## config.mk

```make
export PLATFORM = sky130hd
export DESIGN_NAME = seq_mult
export DESIGN_NICKNAME = d
export VERILOG_FILES = /design/src/rtl/seq_mult_pkg.sv /design/src/rtl/mult_add_stage.sv /design/src/rtl/seq_mult.sv
export SDC_FILE = /design/constraint.sdc
export NUM_CORES = 1
export LEC_CHECK = 0
export ABC_AREA = 1
export BUFFER_PORTS_ARGS = -buffer_cell sky130_fd_sc_hd__buf_2
export CAP_MARGIN = 20
export CORE_MARGIN = 2
export CORE_UTILIZATION = 52
export DETAILED_ROUTE_END_ITERATION = 7
export PLACE_DENSITY_LB_ADDON = 0.1
export SETUP_SLACK_MARGIN = 0.4
export SYNTH_ARGS = -nofsm -noshare
export SYNTH_HDL_FRONTEND = slang
export SYNTH_SLANG_ARGS = --single-unit
```

## constraint.sdc

```tcl
create_clock -name CLK -period 2.3 [get_ports CLK]
set_input_delay 0.115 -clock CLK [delete_from_list [all_inputs] [get_ports CLK]]
set_output_delay 0.115 -clock CLK [all_outputs]
set_load 0.05 [all_outputs]
```

## src/rtl/seq_mult_pkg.sv

```systemverilog
// Shared definitions for the sequential shift-add multiplier: FSM encoding
// and the default operand width.
package seq_mult_pkg;

    localparam int DEFAULT_WIDTH = 8;

    typedef enum logic [1:0] {
        ST_IDLE = 2'd0,
        ST_BUSY = 2'd1,
        ST_DONE = 2'd2
    } state_e;

endpackage

```

## src/rtl/mult_add_stage.sv

```systemverilog
// One (WIDTH+1)-bit add used by each shift-add iteration; the carry becomes
// the top bit shifted into the accumulator.
module mult_add_stage #(
    parameter int WIDTH = 8
) (
    input  logic [WIDTH-1:0] a_i,
    input  logic [WIDTH-1:0] b_i,
    output logic [WIDTH-1:0] sum_o,
    output logic             carry_o
);

    assign {carry_o, sum_o} = {1'b0, a_i} + {1'b0, b_i};

endmodule

```

## src/rtl/seq_mult.sv

```systemverilog
// Radix-2 sequential multiplier: operands are converted to sign/magnitude on
// accept, WIDTH shift-add steps run in BUSY, the signed product is held in DONE.
module seq_mult
    import seq_mult_pkg::*;
#(
    parameter int WIDTH = DEFAULT_WIDTH
) (
    input  logic                 CLK,
    input  logic                 RESET,
    input  logic [WIDTH-1:0]     MULTIPLICAND,
    input  logic [WIDTH-1:0]     MULTIPLIER,
    input  logic                 SIGNED,
    input  logic                 IN_VALID,
    output logic                 IN_READY,
    output logic [2*WIDTH-1:0]   PRODUCT,
    output logic [WIDTH-1:0]     OUT,
    output logic                 OVERFLOW,
    output logic                 OUT_VALID,
    input  logic                 OUT_READY
);

    localparam int CW = $clog2(WIDTH + 1);
    localparam logic [CW-1:0] LAST_ITER = CW'(WIDTH - 1);
    localparam logic [2*WIDTH-1:0] PROD_ONE = {{(2*WIDTH-1){1'b0}}, 1'b1};
    localparam logic [WIDTH-1:0] W_ONE = {{(WIDTH-1){1'b0}}, 1'b1};
    localparam logic [WIDTH-1:0] W_ZERO = {WIDTH{1'b0}};

    state_e               state_q, state_d;
    logic [WIDTH-1:0]     a_mag_q, a_mag_d;
    logic [WIDTH-1:0]     acc_q, acc_d;
    logic [WIDTH-1:0]     mpl_q, mpl_d;
    logic [CW-1:0]        cnt_q, cnt_d;
    logic                 sign_q, sign_d;
    logic                 signed_q, signed_d;
    logic [2*WIDTH-1:0]   product_q, product_d;
    logic                 ovf_q, ovf_d;

    logic [WIDTH-1:0]     a_abs_s, b_abs_s, add_b_s, sum_s;
    logic                 carry_s;
    logic [WIDTH-1:0]     acc_next_s, mpl_next_s;
    logic [2*WIDTH-1:0]   mag_s, prod_s;
    logic [WIDTH:0]       hi_s;
    logic                 ovf_s;

    // Magnitudes stay WIDTH bits unsigned so -2^(WIDTH-1) maps to 2^(WIDTH-1) exactly.
    assign a_abs_s = (SIGNED && MULTIPLICAND[WIDTH-1]) ? (~MULTIPLICAND + W_ONE) : MULTIPLICAND;
    assign b_abs_s = (SIGNED && MULTIPLIER[WIDTH-1])   ? (~MULTIPLIER + W_ONE)   : MULTIPLIER;
    assign add_b_s = mpl_q[0] ? a_mag_q : W_ZERO;

    mult_add_stage #(.WIDTH(WIDTH)) u_add (
        .a_i     (acc_q),
        .b_i     (add_b_s),
        .sum_o   (sum_s),
        .carry_o (carry_s)
    );

    assign acc_next_s = {carry_s, sum_s[WIDTH-1:1]};
    assign mpl_next_s = {sum_s[0], mpl_q[WIDTH-1:1]};
    assign mag_s      = {acc_next_s, mpl_next_s};
    assign prod_s     = sign_q ? (~mag_s + PROD_ONE) : mag_s;
    assign hi_s       = prod_s[2*WIDTH-1:WIDTH-1];
    assign ovf_s      = signed_q ? ((|hi_s) & ~(&hi_s)) : (|prod_s[2*WIDTH-1:WIDTH]);

    // Next-state and datapath update for the IDLE/BUSY/DONE sequence.
    always_comb begin
        state_d   = state_q;
        a_mag_d   = a_mag_q;
        acc_d     = acc_q;
        mpl_d     = mpl_q;
        cnt_d     = cnt_q;
        sign_d    = sign_q;
        signed_d  = signed_q;
        product_d = product_q;
        ovf_d     = ovf_q;
        case (state_q)
            ST_IDLE: begin
                if (IN_VALID) begin
                    a_mag_d  = a_abs_s;
                    mpl_d    = b_abs_s;
                    acc_d    = W_ZERO;
                    cnt_d    = {CW{1'b0}};
                    sign_d   = SIGNED & (MULTIPLICAND[WIDTH-1] ^ MULTIPLIER[WIDTH-1]);
                    signed_d = SIGNED;
                    state_d  = ST_BUSY;
                end else begin
                    state_d  = ST_IDLE;
                end
            end
            ST_BUSY: begin
                acc_d = acc_next_s;
                mpl_d = mpl_next_s;
                cnt_d = cnt_q + CW'(1);
                if (cnt_q == LAST_ITER) begin
                    product_d = prod_s;
                    ovf_d     = ovf_s;
                    state_d   = ST_DONE;
                end else begin
                    state_d   = ST_BUSY;
                end
            end
            ST_DONE: begin
                if (OUT_READY) begin
                    state_d = ST_IDLE;
                end else begin
                    state_d = ST_DONE;
                end
            end
            default: begin
                state_d = ST_IDLE;
            end
        endcase
    end

    // State and datapath registers; reset discards any operation in flight.
    always_ff @(posedge CLK or negedge RESET) begin
        if (!RESET) begin
            state_q   <= ST_IDLE;
            a_mag_q   <= W_ZERO;
            acc_q     <= W_ZERO;
            mpl_q     <= W_ZERO;
            cnt_q     <= {CW{1'b0}};
            sign_q    <= 1'b0;
            signed_q  <= 1'b0;
            product_q <= {(2*WIDTH){1'b0}};
            ovf_q     <= 1'b0;
        end else begin
            state_q   <= state_d;
            a_mag_q   <= a_mag_d;
            acc_q     <= acc_d;
            mpl_q     <= mpl_d;
            cnt_q     <= cnt_d;
            sign_q    <= sign_d;
            signed_q  <= signed_d;
            product_q <= product_d;
            ovf_q     <= ovf_d;
        end
    end

    assign IN_READY  = (state_q == ST_IDLE);
    assign OUT_VALID = (state_q == ST_DONE);
    assign PRODUCT   = product_q;
    assign OUT       = product_q[WIDTH-1:0];
    assign OVERFLOW  = ovf_q;

endmodule

```

== After elaboration in Yosys (flattened, before gate mapping) ==
Cells that the tools add are included.
Operators by class
  reduce and logical (&&, ||, !) cells: 10
  bitwise logic cells: 7
  muxes and demuxes: 15
  eq/ne operators: 4
  $add $sub $neg: 5
Operators with widths (count)
  2-to-1 mux 8 bit: 5
  one-hot mux 8 bit (2 select lines): 2
  adder 16 x 1 -> 16 bit (second input constant): 1
  adder 8 x 1 -> 8 bit (second input constant): 2
  2-to-1 mux 16 bit: 1
  NOT 16 bit: 1
  NOT 8 bit: 2
  adder 8 x 8 -> 9 bit: 1
  AND reduction 9 bit: 1
  OR reduction 9 bit: 1
  one-hot mux 4 bit (2 select lines): 1
  OR reduction 8 bit: 1
  one-hot mux 2 bit (3 select lines): 1
  AND reduction 2 bit: 3
  adder 4 x 1 -> 4 bit (second input constant): 1
  equality test 4 x 3 -> 1 bit (second input constant): 1
  2-to-1 mux 2 bit: 2
  2-to-1 mux 4 bit: 1
  bitwise AND 1 bit: 2
  equality test 2 x 1 -> 1 bit (second input constant): 1
  equality test 2 bit (second input constant): 1
  logical AND 1 bit: 2
  logical NOT 2 bit: 1
  2-to-1 mux 1 bit: 2
  4 further kinds: 4
Storage, ports and cells
  word-level logic and storage cells: 50
  input port bits: 21
  bits in registers: 49
  output and inout port bits: 27

== Depth between registers and ports, before layout ==
  depth after elaboration: 9
  mapped depth: 20
  mapped depth without buffers: 19

== Hierarchy ==
Synthesis repeated with hierarchy kept, for this count alone.
Unflattened totals
  cells, all modules: 428
  area, all modules: 3195.6 um^2
By module, submodules not included
  seq_mult: cells an instance 369, sequential area each 1226.2 um^2, area each 2819.0 um^2, times used 1
  mult_add_stage: cells an instance 59, sequential area each 0.0 um^2, area each 376.6 um^2, times used 1

== Worst setup path before layout ==
No wires, ideal clock.
  path type: register to register
  start: reg mpl_q[0]
  end: reg ovf_q, in the netlist OVERFLOW
  period minus slack after synthesis: 2.358 ns
  arrival: 2.236 ns
  buffers on the path: 1
  stages on the path, launching flop included: 19
  setup slack: -0.058 ns
  required time: 2.178 ns
  setup time: 0.122 ns
  cell sequence: dfrtp_1 > clkbuf_1 > nand2_1 > inv_1 > ha_1 > fa_1 > inv_1 > nand2_1 > nand2_2 > nand2_2 > nor2_2 > nand3_2 > nand2_2 > xor2_2 > inv_1 > nor2_1 > nand3_1 > nand2_1 > nand3_2
Between the ends
  word-level cells in the longest chain between the ends: 9
  elaborated cells on any way between the ends: 11
  classes of those cells: add/sub (2); mux (3); bitwise (3); reduce/logical (3)
Ends and longest elaborated chain
  start: declaration: RTL line seq_mult.sv:31  | logic [WIDTH-1:0] mpl_q, mpl_d;
  start signal: assignment: RTL line seq_mult.sv:130  | mpl_q <= mpl_d;
  2-to-1 mux 8 bit *: RTL line seq_mult.sv:48  | assign add_b_s = mpl_q[0] ? a_mag_q : W_ZERO;
  adder 8 x 8 -> 9 bit *: RTL line mult_add_stage.sv:12  | assign {carry_o, sum_o} = {1'b0, a_i} + {1'b0, b_i};
  NOT 16 bit: RTL line seq_mult.sv:60  | assign prod_s = sign_q ? (~mag_s + PROD_ONE) : mag_s;
  adder 16 x 1 -> 16 bit: RTL line seq_mult.sv:60
  2-to-1 mux 16 bit *: RTL line seq_mult.sv:60
  AND reduction 9 bit: RTL line seq_mult.sv:62  | assign ovf_s = signed_q ? ((|hi_s) & ~(&hi_s)) : (|prod_s[2*WIDTH-1:WIDTH]);
  NOT 1 bit: RTL line seq_mult.sv:62
  bitwise AND 1 bit: RTL line seq_mult.sv:62
  2-to-1 mux 1 bit *: RTL line seq_mult.sv:62
  end signal: assignment: RTL line seq_mult.sv:135  | ovf_q <= ovf_d;
  end: declaration: RTL line seq_mult.sv:36  | logic ovf_q, ovf_d;
Every way passes the cells marked *; elsewhere a longest branch is shown, timed or not.
A chain may end at the register's enable or synchronous reset.

== Worst setup path in the final report ==
Same ends and word-level chain as after synthesis.

==> flow_summary_export.csv <==
group,metric,value,unit
sta,finalSetupTns,0,ns
synth,ys_ff_latch,49,
cells_and_area,synthToLayoutAreaGrowth,19.0,%
clock_tree,clock_path_buffers,2,
critical_path,crit_buf_inv,2,
sta,rsz0062_at_grt,"true",
routing,wl_per_cell,12.7,um
clock_tree,htree_levels,2,
die,rows,28,
status,status,"finished, final reports clean",
synth,syn_avg_cell_area,7.43,um^2
power,vdd_drop_max,1.03,mV
global_route,grt_pass1_vias,2876,
sta,period_minus_slack,2.27,ns
die,dieArea,6930,um^2
critical_path,critical_path_class,"flop to flop",
power,powerDensity,1590,nW/um^2
synth,async_flop_share,100,%
critical_path,critPathLaunchType,"flop",
clock_tree,ctsRootBufferMaster,"clkbuf_8",
routing,highest_layer,"met4",
cells_and_area,diodes,0,
routing,drtIter0Drc,115,
synth,synth.area.top_cells,"dfrtp_1 38%, nand2_1 14%, o21ai_0 5.8%",
routing,drc,0,
critical_path,cp_max_fo,4,
sta,fmax,0.441,GHz
routing,met2_length,3620,um
synth,ys.flop_type,"dfrtp_1",
synth,yosysTopAreaCellShare,37.5,%
synth,synth-edff-count,0,
power,leakage,1.98,nW
flow_run,max_cap_viol_count,0,
synth,synthTopCellsByCount,"118 x nand2_1, 49 x dfrtp_1, 46 x inv_1, 41 x nor2_1, 38 x o21ai_0",
hold_path,min_from,"MULTIPLICAND[7]",
die,io-pin-count,48,
synth,syn_inst,440,
die,die_h,83.3,um
sta,skew,0.00656,ns
critical_path,cp_top_family,"simple AND/OR/NAND/NOR gates",
routing,viasPerCell,5.22,
critical_path,reg2reg_depth,16,
routing,routed_wl,7260,um
die,core_area,5990,um^2
cells_and_area,drive_above_1_share,27.7,%
routing,wl_met3,268,um
sta,hold_viol_final,0,
critical_path,worst_ep_required_time,2.50,ns
sta,finalMaxSlewViolations,0,
synth,ys_seq_area_share,37.5,%
routing,wl_met1,3260,um
sta,period_share,98.5,%
critical_path,max_stage_delay,0.43,ns
critical_path,path_cells,"nand2_1 -> inv_2 -> ha_4 -> fa_2 -> inv_1 -> nand2_4 -> nor2_4 -> nand2_2 -> nor2_2 -> nand3_2 -> nand3_2 -> nand2_2 -> nor2_1 -> nand2_1 -> nand2_1 -> nand3_2",
global_route,grt_use_total,21.8,%
global_route,grt_pass1_wl,12600,um
die,dieWidth,83.3,um
global_route,antenna_found_initial,0,
synth,ys_types,35,
clock_tree,numCtsBuffers,5,
critical_path,r2r-start,"mpl_q[0]",
placed_design,port_buffers,47,
routing,route.antenna.remaining_nets,0,
synth,yosys_warnings,0,
sta,worstMarginPinSlew,0.395,ns
synth,synth_area,3270,um^2
hold_path,holdPathEnd,"a_mag_q[7]",
cells_and_area,final_core_util,64.9,%
global_route,grt_max_degree,28,
global_route,grt-ovfl-total,0,
placed_design,place_hpwl,5530,um
routing,drt_first_pass_iters,4,
placed_design,gp_congestion,0.847,
sta,max_slew_margin,73.6,%
clock_tree,cts_tree,"built",
critical_path,rrSetupSlack,0.03,ns
critical_path,arrival,2.47,ns
hold_path,hold_path.class,"input pin to flop",
sta,whs,0.101,ns
clock_tree,clkTransAtPathRegs,0.09,ns
clock_tree,cts.sinks,49,
synth,syn_nets,474,
critical_path,reg2reg_to,"OVERFLOW",
critical_path,cp-end-kind,"flop",
clock_tree,clk_latency,0.30,ns
die,start_util,54.6,%
synth,yosysMostFrequentCell,"nand2_1",
critical_path,worst_path_max_delay_cell,"fa_2",
cells_and_area,nets,529,
sta,finalSetupViolations,0,
synth,yosysTopAreaCell,"dfrtp_1",
routing,num_vias,2973,
hold_path,hold_path_depth,3,
-- power by group --
| part | total, mW | internal (mW) | leakage, nW | switching, mW |
|---|---|---|---|---|
| clock | 0.514 | 0.239 | 0.0443 | 0.275 |
| sequential | 1.57 | 1.26 | 0.609 | 0.303 |
| combinational | 4.11 | 1.37 | 1.32 | 2.74 |
-- registers in the layout, indices dropped and copies added (netlist names) --
register and count:
signed_q 1, PRODUCT 16, sign_q 1, acc_q 8
state_q 2, OVERFLOW 1, a_mag_q 8, cnt_q 4
mpl_q 8
-- cell families after synthesis --
family | count (synthesis) | synth area share, %
flip-flops | 49 | 37.5
AND/OR/NAND/NOR | 220 | 30.6
AO/OA/AOI/OAI | 71 | 12.7
adder cells (fa/ha/maj) | 13 | 5.21
XOR/XNOR | 17 | 4.79
buffers and inverters | 70 | 9.23
-- routing by layer --
layer / global-route usage [%] / up-vias
li1: - / 1530
met1: 26.6 / 1376
met2: 39.0 / 56
met3: 3.78 / 11
met4: 6.86 / 0
met5: 0 / -
-- worst max-delay path by stage --
stage / endpoint / from / cells after the start / slack, ns
3_5_place_dp: OVERFLOW / mpl_q[0] / 16 / -0.006
3_3_place_gp: OVERFLOW / mpl_q[0] / 16 / 0.04
4_1_cts: OVERFLOW / mpl_q[0] / 17 / 0.04
2_1_floorplan: OVERFLOW / mpl_q[0] / 18 / 0.05
6_report: OVERFLOW / mpl_q[0] / 16 / 0.03
5_1_grt: OVERFLOW / mpl_q[0] / 17 / -0.15
-- layout make-up --
class / instances / area [um^2]
Multi-Input combinational cell: 321 / 1900
Sequential cell: 49 / 1230
Inverter: 51 / 191
Timing Repair Buffer: 67 / 394
Clock buffer: 7 / 86.3
Tap cell: 75 / 93.8
Fill cell: 537 / 2100
-- worst min-delay path: cells and delay by family --
family	cells	cell delay, ns
buffers and inverters	1	0.13
and+or+nand+nor	2	0.13
-- placed cells by master (no fill, tap or decap), types with 3 or more instances in the layout --
master,instances
dfrtp_1,49
xor2_1,13
nor2_2,4
ha_4,5
a21oi_1,8
buf_2,47
a22oi_1,5
clkbuf_8,6
nand4_1,3
o21ai_0,34
buf_4,17
nand3b_1,3
o31ai_1,4
nand3_1,23
nand2_1,105
inv_1,40
nand2_2,21
nand2_4,5
nand3_2,13
nor2_1,39
o21ai_1,3
a31oi_1,5
ha_1,7
inv_2,9
xnor2_1,3
-- timing repair --
item | CTS | global route
setup endpoints to repair | 9 | 17
pin swaps | 8 | 21
buffers inserted | 5 | 3
hold buffers | 2 | 0
hold endpoints to repair | 50 | 0
resized for setup | 20 | 21
cloned | 0 | 0
-- stage by stage --
step	instances	setup slack (ns)	area [um^2]	power [mW]
6_report	570	0.0339	3890	6.20
5_1_grt	570	-0.150	3890	6.72
4_1_cts	567	0.0420	3810	6.03
3_5_place_dp	553	-0.00643	3570	5.24
3_3_place_gp	553	0.0399	3570	5.18
2_1_floorplan	440	0.0536	3290	4.49
No activity file was read; power rests on OpenSTA's default activity.
